[config.mk]
export PLATFORM = sky130hd
export DESIGN_NAME = video_mono_tint_fader
export DESIGN_NICKNAME = d
export VERILOG_FILES = /design/src/rtl/video_pkg.sv /design/src/rtl/video_luma_calc.sv /design/src/rtl/video_mono_tint_fader.sv
export SDC_FILE = /design/constraint.sdc
export NUM_CORES = 1
export LEC_CHECK = 0
export CORE_ASPECT_RATIO = 0.7
export CORE_MARGIN = 5
export CORE_UTILIZATION = 25
export DETAILED_ROUTE_END_ITERATION = 10
export GPL_TIMING_DRIVEN = 0
export PLACE_DENSITY = 0.4
export RECOVER_POWER = 100
export SETUP_SLACK_MARGIN = 0.15
export SYNTH_ARGS = -nofsm -noshare
export SYNTH_HDL_FRONTEND = slang
export SYNTH_SLANG_ARGS = --single-unit
[constraint.sdc]
create_clock -name clk_vid -period 6.9 [get_ports clk_vid]
set_input_delay 0.69 -clock clk_vid [delete_from_list [all_inputs] [get_ports clk_vid]]
set_output_delay 0.69 -clock clk_vid [all_outputs]
set_load 0.05 [all_outputs]
[src/rtl/video_pkg.sv]
// Shared types and default luma coefficients for the monochrome tint/fade video path.
package video_pkg;

  typedef enum logic [2:0] {
    ModeColour  = 3'b000,
    ModeGreen   = 3'b001,
    ModeAmber   = 3'b010,
    ModeBw      = 3'b011,
    ModeRed     = 3'b100,
    ModeBlue    = 3'b101,
    ModeFuchsia = 3'b110,
    ModePurple  = 3'b111
  } gfx_mode_e;

  typedef enum logic [1:0] {
    StInit,
    StSteady,
    StFadeOut,
    StFadeIn
  } fade_state_e;

  // Rec.709 weights scaled by 2**LumaLf; they sum to exactly 2**LumaLf.
  localparam int unsigned LumaLf = 8;
  localparam int unsigned LumaKr = 54;
  localparam int unsigned LumaKg = 183;
  localparam int unsigned LumaKb = 19;

endpackage

[src/rtl/video_luma_calc.sv]
// Pipeline stages 1-2: register the pixel, then compute saturated weighted luma
// alongside a delayed copy of the raw colour.
module video_luma_calc
  import video_pkg::*;
#(
  parameter int unsigned CW = 8,
  parameter int unsigned LF = LumaLf,
  parameter int unsigned KR = LumaKr,
  parameter int unsigned KG = LumaKg,
  parameter int unsigned KB = LumaKb
) (
  input  logic          clk_vid,
  input  logic          reset_n,
  input  logic          ce_pix,
  input  logic [CW-1:0] r_i,
  input  logic [CW-1:0] g_i,
  input  logic [CW-1:0] b_i,
  output logic [CW-1:0] luma_o,
  output logic [CW-1:0] r_raw_o,
  output logic [CW-1:0] g_raw_o,
  output logic [CW-1:0] b_raw_o
);

  localparam int unsigned SW     = CW + LF + 2;
  localparam int unsigned MaxVal = (2 ** CW) - 1;

  logic [CW-1:0] r_s1_q, g_s1_q, b_s1_q;
  logic [CW-1:0] r_s2_q, g_s2_q, b_s2_q;
  logic [CW-1:0] luma_q, luma_d;
  logic [SW-1:0] sum, shifted;

  always_comb begin
    sum = SW'(KR) * SW'(r_s1_q) + SW'(KG) * SW'(g_s1_q) + SW'(KB) * SW'(b_s1_q);
    shifted = sum >> LF;
    luma_d  = (shifted > SW'(MaxVal)) ? {CW{1'b1}} : shifted[CW-1:0];
  end

  always_ff @(posedge clk_vid or negedge reset_n) begin
    if (!reset_n) begin
      r_s1_q <= '0;
      g_s1_q <= '0;
      b_s1_q <= '0;
      r_s2_q <= '0;
      g_s2_q <= '0;
      b_s2_q <= '0;
      luma_q <= '0;
    end else if (ce_pix) begin
      r_s1_q <= r_i;
      g_s1_q <= g_i;
      b_s1_q <= b_i;
      r_s2_q <= r_s1_q;
      g_s2_q <= g_s1_q;
      b_s2_q <= b_s1_q;
      luma_q <= luma_d;
    end
  end

  assign luma_o  = luma_q;
  assign r_raw_o = r_s2_q;
  assign g_raw_o = g_s2_q;
  assign b_raw_o = b_s2_q;

endmodule

[src/rtl/video_mono_tint_fader.sv]
// Luma/tint mapper with a vsync-paced cross-fade through black on display-mode changes.
// Stages 3 (tint) and 4 (gain scale) live here; stages 1-2 are in video_luma_calc.
module video_mono_tint_fader
  import video_pkg::*;
#(
  parameter int unsigned CW      = 8,
  parameter int unsigned LF      = LumaLf,
  parameter int unsigned KR      = LumaKr,
  parameter int unsigned KG      = LumaKg,
  parameter int unsigned KB      = LumaKb,
  parameter int unsigned FADE_W  = 4,
  parameter int unsigned FLOOR   = 'h08,
  parameter int unsigned FLOOR_G = 'h0F,
  parameter int unsigned TINGE   = 'h01
) (
  input  logic          clk_vid,
  input  logic          reset_n,
  input  logic          ce_pix,
  input  logic          vsync,
  input  logic [2:0]    gfx_mode,
  input  logic [CW-1:0] R,
  input  logic [CW-1:0] G,
  input  logic [CW-1:0] B,
  output logic [CW-1:0] R_OUT,
  output logic [CW-1:0] G_OUT,
  output logic [CW-1:0] B_OUT,
  output logic [2:0]    mode_active,
  output logic          fading
);

  localparam int unsigned   PW         = CW + FADE_W + 1;
  localparam int unsigned   GainMaxInt = 2 ** FADE_W;
  localparam logic [FADE_W:0] GainMax  = GainMaxInt[FADE_W:0];
  localparam logic [FADE_W:0] GainOne  = {{FADE_W{1'b0}}, 1'b1};
  localparam logic [CW-1:0] FloorV     = FLOOR[CW-1:0];
  localparam logic [CW-1:0] FloorGV    = FLOOR_G[CW-1:0];
  localparam logic [CW-1:0] TingeV     = TINGE[CW-1:0];

  logic [CW-1:0] luma, r_raw, g_raw, b_raw;

  video_luma_calc #(
    .CW(CW),
    .LF(LF),
    .KR(KR),
    .KG(KG),
    .KB(KB)
  ) u_luma (
    .clk_vid (clk_vid),
    .reset_n (reset_n),
    .ce_pix  (ce_pix),
    .r_i     (R),
    .g_i     (G),
    .b_i     (B),
    .luma_o  (luma),
    .r_raw_o (r_raw),
    .g_raw_o (g_raw),
    .b_raw_o (b_raw)
  );

  function automatic logic [CW-1:0] fmax(input logic [CW-1:0] a, input logic [CW-1:0] b);
    return (a > b) ? a : b;
  endfunction

  function automatic logic [CW-1:0] scale(input logic [CW-1:0] t, input logic [FADE_W:0] g);
    logic [PW-1:0] p;
    p = PW'(t) * PW'(g);
    return CW'(p >> FADE_W);
  endfunction

  fade_state_e     state_q, state_d;
  gfx_mode_e       mode_active_q, mode_active_d;
  logic [FADE_W:0] gain_q, gain_d;
  logic            vsync_q, vs_rise, fading_q;
  logic [CW-1:0]   tint_r_d, tint_g_d, tint_b_d;
  logic [CW-1:0]   tint_r_q, tint_g_q, tint_b_q;
  logic [CW-1:0]   r_out_q, g_out_q, b_out_q;

  assign vs_rise = vsync & ~vsync_q;

  // Tint follows mode_active, which only changes at gain 0, so the swap is never visible.
  always_comb begin
    logic [CW-1:0] m, h;
    m = luma;
    h = luma >> 1;
    tint_r_d = '0;
    tint_g_d = '0;
    tint_b_d = '0;
    unique case (mode_active_q)
      ModeColour:  begin tint_r_d = r_raw;         tint_g_d = g_raw;          tint_b_d = b_raw;         end
      ModeGreen:   begin tint_r_d = '0;            tint_g_d = fmax(m, FloorGV); tint_b_d = TingeV;      end
      ModeAmber:   begin tint_r_d = fmax(m, FloorV); tint_g_d = h;            tint_b_d = TingeV;        end
      ModeBw:      begin tint_r_d = m;             tint_g_d = m;              tint_b_d = m;             end
      ModeRed:     begin tint_r_d = fmax(m, FloorV); tint_g_d = '0;           tint_b_d = TingeV;        end
      ModeBlue:    begin tint_r_d = '0;            tint_g_d = h;              tint_b_d = fmax(m, FloorV); end
      ModeFuchsia: begin tint_r_d = fmax(m, FloorV); tint_g_d = '0;           tint_b_d = h;             end
      ModePurple:  begin tint_r_d = h;             tint_g_d = '0;             tint_b_d = fmax(m, FloorV); end
      default:     begin tint_r_d = '0;            tint_g_d = '0;             tint_b_d = '0;            end
    endcase
  end

  always_comb begin
    state_d       = state_q;
    gain_d        = gain_q;
    mode_active_d = mode_active_q;
    case (state_q)
      StInit: begin
        mode_active_d = gfx_mode_e'(gfx_mode);
        state_d       = StSteady;
      end
      StSteady: begin
        if (gfx_mode != mode_active_q) state_d = StFadeOut;
      end
      StFadeOut: begin
        if (gfx_mode == mode_active_q) begin
          state_d = StFadeIn;
        end else if (gain_q == '0) begin
          // Reachable only when a fade-in at gain 0 is reversed again.
          mode_active_d = gfx_mode_e'(gfx_mode);
          state_d       = StFadeIn;
        end else if (vs_rise) begin
          gain_d = gain_q - GainOne;
          if (gain_q == GainOne) begin
            mode_active_d = gfx_mode_e'(gfx_mode);
            state_d       = StFadeIn;
          end
        end
      end
      StFadeIn: begin
        if (gfx_mode != mode_active_q) begin
          state_d = StFadeOut;
        end else if (gain_q == GainMax) begin
          state_d = StSteady;
        end else if (vs_rise) begin
          gain_d = gain_q + GainOne;
          if (gain_q == GainMax - GainOne) state_d = StSteady;
        end
      end
      default: state_d = StInit;
    endcase
  end

  always_ff @(posedge clk_vid or negedge reset_n) begin
    if (!reset_n) begin
      state_q       <= StInit;
      gain_q        <= GainMax;
      mode_active_q <= ModeColour;
      vsync_q       <= 1'b0;
      fading_q      <= 1'b0;
    end else begin
      state_q       <= state_d;
      gain_q        <= gain_d;
      mode_active_q <= mode_active_d;
      vsync_q       <= vsync;
      fading_q      <= (state_d == StFadeOut) || (state_d == StFadeIn);
    end
  end

  always_ff @(posedge clk_vid or negedge reset_n) begin
    if (!reset_n) begin
      tint_r_q <= '0;
      tint_g_q <= '0;
      tint_b_q <= '0;
      r_out_q  <= '0;
      g_out_q  <= '0;
      b_out_q  <= '0;
    end else if (ce_pix) begin
      tint_r_q <= tint_r_d;
      tint_g_q <= tint_g_d;
      tint_b_q <= tint_b_d;
      r_out_q  <= scale(tint_r_q, gain_q);
      g_out_q  <= scale(tint_g_q, gain_q);
      b_out_q  <= scale(tint_b_q, gain_q);
    end
  end

  assign R_OUT       = r_out_q;
  assign G_OUT       = g_out_q;
  assign B_OUT       = b_out_q;
  assign mode_active = mode_active_q;
  assign fading      = fading_q;

endmodule

==> results.json <==
{
  "clk_pin_slew_ps": 60,
  "yosysSeqAreaShare_pct": 24.4,
  "cts_tree": "yes",
  "yosys.area_share.adder_pct": 33.1,
  "yosys_warnings": 0,
  "final_common_cell": "inv_1",
  "netlist_area_um2": 11900,
  "htree_levels": 4,
  "violations": "max-capacitance violations, max-slew violations, negative setup slack",
  "grt_use_total_pct": 14.1,
  "clock_sink_count": 116,
  "fin_skew_ps": 9.93,
  "async_flop_share_pct": 100,
  "cpMostUsedCell": "fa_1",
  "maxSlewViolCount": 119,
  "rsz0062_at_grt": "true",
  "drtIter0Drc": 478,
  "crit_path_end_kind": "flop",
  "layout.nets": 1644,
  "finalWorstPathRequiredPeriod_ps": 7590,
  "io_pins": 59,
  "synth_flop_cell": "dfrtp_1",
  "cts_buffers": 17,
  "start_util_pct": 25.4,
  "max_freq_mhz": 132,
  "antenna_left": 0,
  "postSynthAreaPerCell_um2": 9.34,
  "drive_above_1_share_pct": 11.9,
  "finalCritPeriodShare_pct": 110,
  "drcViolationCount": 0,
  "synth_top_family_by_area": "adder cells",
  "die_y_um": 192,
  "syn_nets": 1556,
  "slowest_delay_ps": 570,
  "multi_input_area_um2": 8320,
  "die_w_um": 271,
  "worst_slew_pin_slew_ps": 3610,
  "synth_simple_gate_area_share_pct": 12.1,
  "cp_max_fo": 6,
  "worstPathRequired_ps": 7260,
  "muxShareOfSynthArea_pct": 5.28,
  "gp_congestion": 0.877,
  "io_buffers": 57,
  "ys_seq_elements": 116,
  "syn_to_final_growth_pct": 19.7,
  "maxCapViolCount": 2,
  "outcome": "finished, violations left",
  "antenna_found_initial": 1,
  "clock_latency_ps": 440,
  "clockBufferDepth": 2,
  "place_ws_ps": -994,
  "drt_pass1_iterations": 5,
  "finalNonFillerCells": 1988,
  "hold_viol_final": 0,
  "synth_compound_area_share_pct": 12.7,
  "hold_buffers": 0,
  "worst_setup_path_start_kind": "flop",
  "grt_max_degree": 65,
  "fp.dieArea_um2": 52100,
  "hold_class": "reg2reg",
  "dp_hpwl_um": 28700,
  "num_vias": 9029,
  "seq_area_um2": 2910,
  "setup_violations": 8,
  "vias_per_cell": 4.54,
  "synth_edf_count": 0,
  "grt.overflow.total": 0,
  "grt_pass1_wl_um": 56500,
  "arrival_ps": 7950,
  "synth.distinct_cells": 63,
  "grt_pass1_vias": 9495,
  "fp.coreArea_um2": 46700,
  "root_buffer": "clkbuf_16",
  "relSlewSlack_pct": -141,
  "placementRows": 66,
  "fin_setup_tns_ps": -5220,
  "cp_slowest_cell": "fa_1",
  "synth_xor_area_share_pct": 4.27,
  "place_inst": 1943,
  "fin_ws_ps": -692,
  "n_fill_cell": 4950,
  "wire_per_inst_um": 17.7,
  "path_class": "reg2reg",
  "synth_cells": 1273,
  "final_cell_mix": "199 x inv_1, 134 x ha_1, 132 x nand2_1",
  "wirelength_um": 35300
}
-- per-stage QoR --
step	hold slack (ps)	instance area, um^2	utilization [%]
after global routing	516	14200	30.4
after detailed placement	471	13400	28.7
after global placement	474	13400	28.6
final	475	14200	30.4
after CTS	224	14200	30.4
after floorplan	394	12000	-
-- repair_timing --
action / in CTS / in global routing
pin swaps: 20 / 26
endpoints found under the setup margin: 8 / 8
gates resized for setup: 25 / 17
setup buffers: 8 / 3
-- synth_stat cells, types with 7 or more instances --
cell / n / area, um^2
a21o_1: 10 / 75.1
a21oi_1: 54 / 270
a31oi_1: 11 / 68.8
and2_1: 50 / 313
clkbuf_1: 41 / 154
dfrtp_1: 115 / 2880
fa_1: 104 / 2080
ha_1: 148 / 1850
inv_1: 209 / 785
mux2_2: 54 / 608
nand2_1: 132 / 495
nand3_1: 13 / 65.1
nor2_1: 63 / 236
nor2b_1: 10 / 62.6
nor3_1: 16 / 80.1
o211ai_1: 9 / 67.6
o21a_1: 7 / 52.6
o21ai_0: 65 / 325
o21bai_1: 8 / 60.1
o31ai_1: 10 / 75.1
xnor2_1: 42 / 368
xor2_1: 16 / 140
-- layout make-up --
cell class                 instances  area share, %
multi-input combinational        900           58.5
clock buffer                      19           3.11
timing repair buffer              69           4.57
buffer                            48           1.28
tap                              612           5.38
inverter                         209           5.51
antenna                            2         0.0352
clock inverter                    13           1.20
sequential                       116           20.4
-- final timing paths --
check                      cells after the start  slack, ps               end              from
setup / recovery                              31       -690  u_luma.luma_o[2]  u_luma.r_s1_q[1]
hold / removal                                 2        480          B_OUT[2]          B_OUT[2]
setup reg to reg                              31       -690  u_luma.luma_o[2]  u_luma.r_s1_q[1]
hold reg to reg                                2        480          B_OUT[2]          B_OUT[2]
max in group asynchronous                      2        720  u_luma.r_s1_q[3]           reset_n
min in group asynchronous                      1       1300          R_OUT[5]           reset_n
-- cell families (layout without fill, tap and decap cells) --
| group | Yosys count | after routing |
|---|---|---|
| AND/OR/NAND/NOR | 309 | 309 |
| buffers and inverters | 257 | 358 |
| adder cells (fa/ha/maj) | 252 | 252 |
| AO/OA/AOI/OAI | 225 | 225 |
| flip-flops | 116 | 116 |
| XOR/XNOR | 58 | 58 |
| multiplexers | 56 | 56 |
| other | 0 | 2 |
-- worst max-delay path: cells and delay by family, from the launching register on --
family,cells,cell delay [ps]
DFF,1,460
buffers and inverters,7,360
and+or+nand+nor,2,160
adders and majority gates,13,4940
xor gates and xnor gates,1,190
AOI/OAI and AO/OA,8,1390
-- layer usage --
layer	track usage [%]	wire, um
met2	18.3	12900
met1	23.3	20400
met5	0	0
met3	3.62	1810
met4	1.91	202
Power is left out: the tool's default activity adds up to more than one toggle a clock period on the data nets, which glitch-free logic cannot reach.
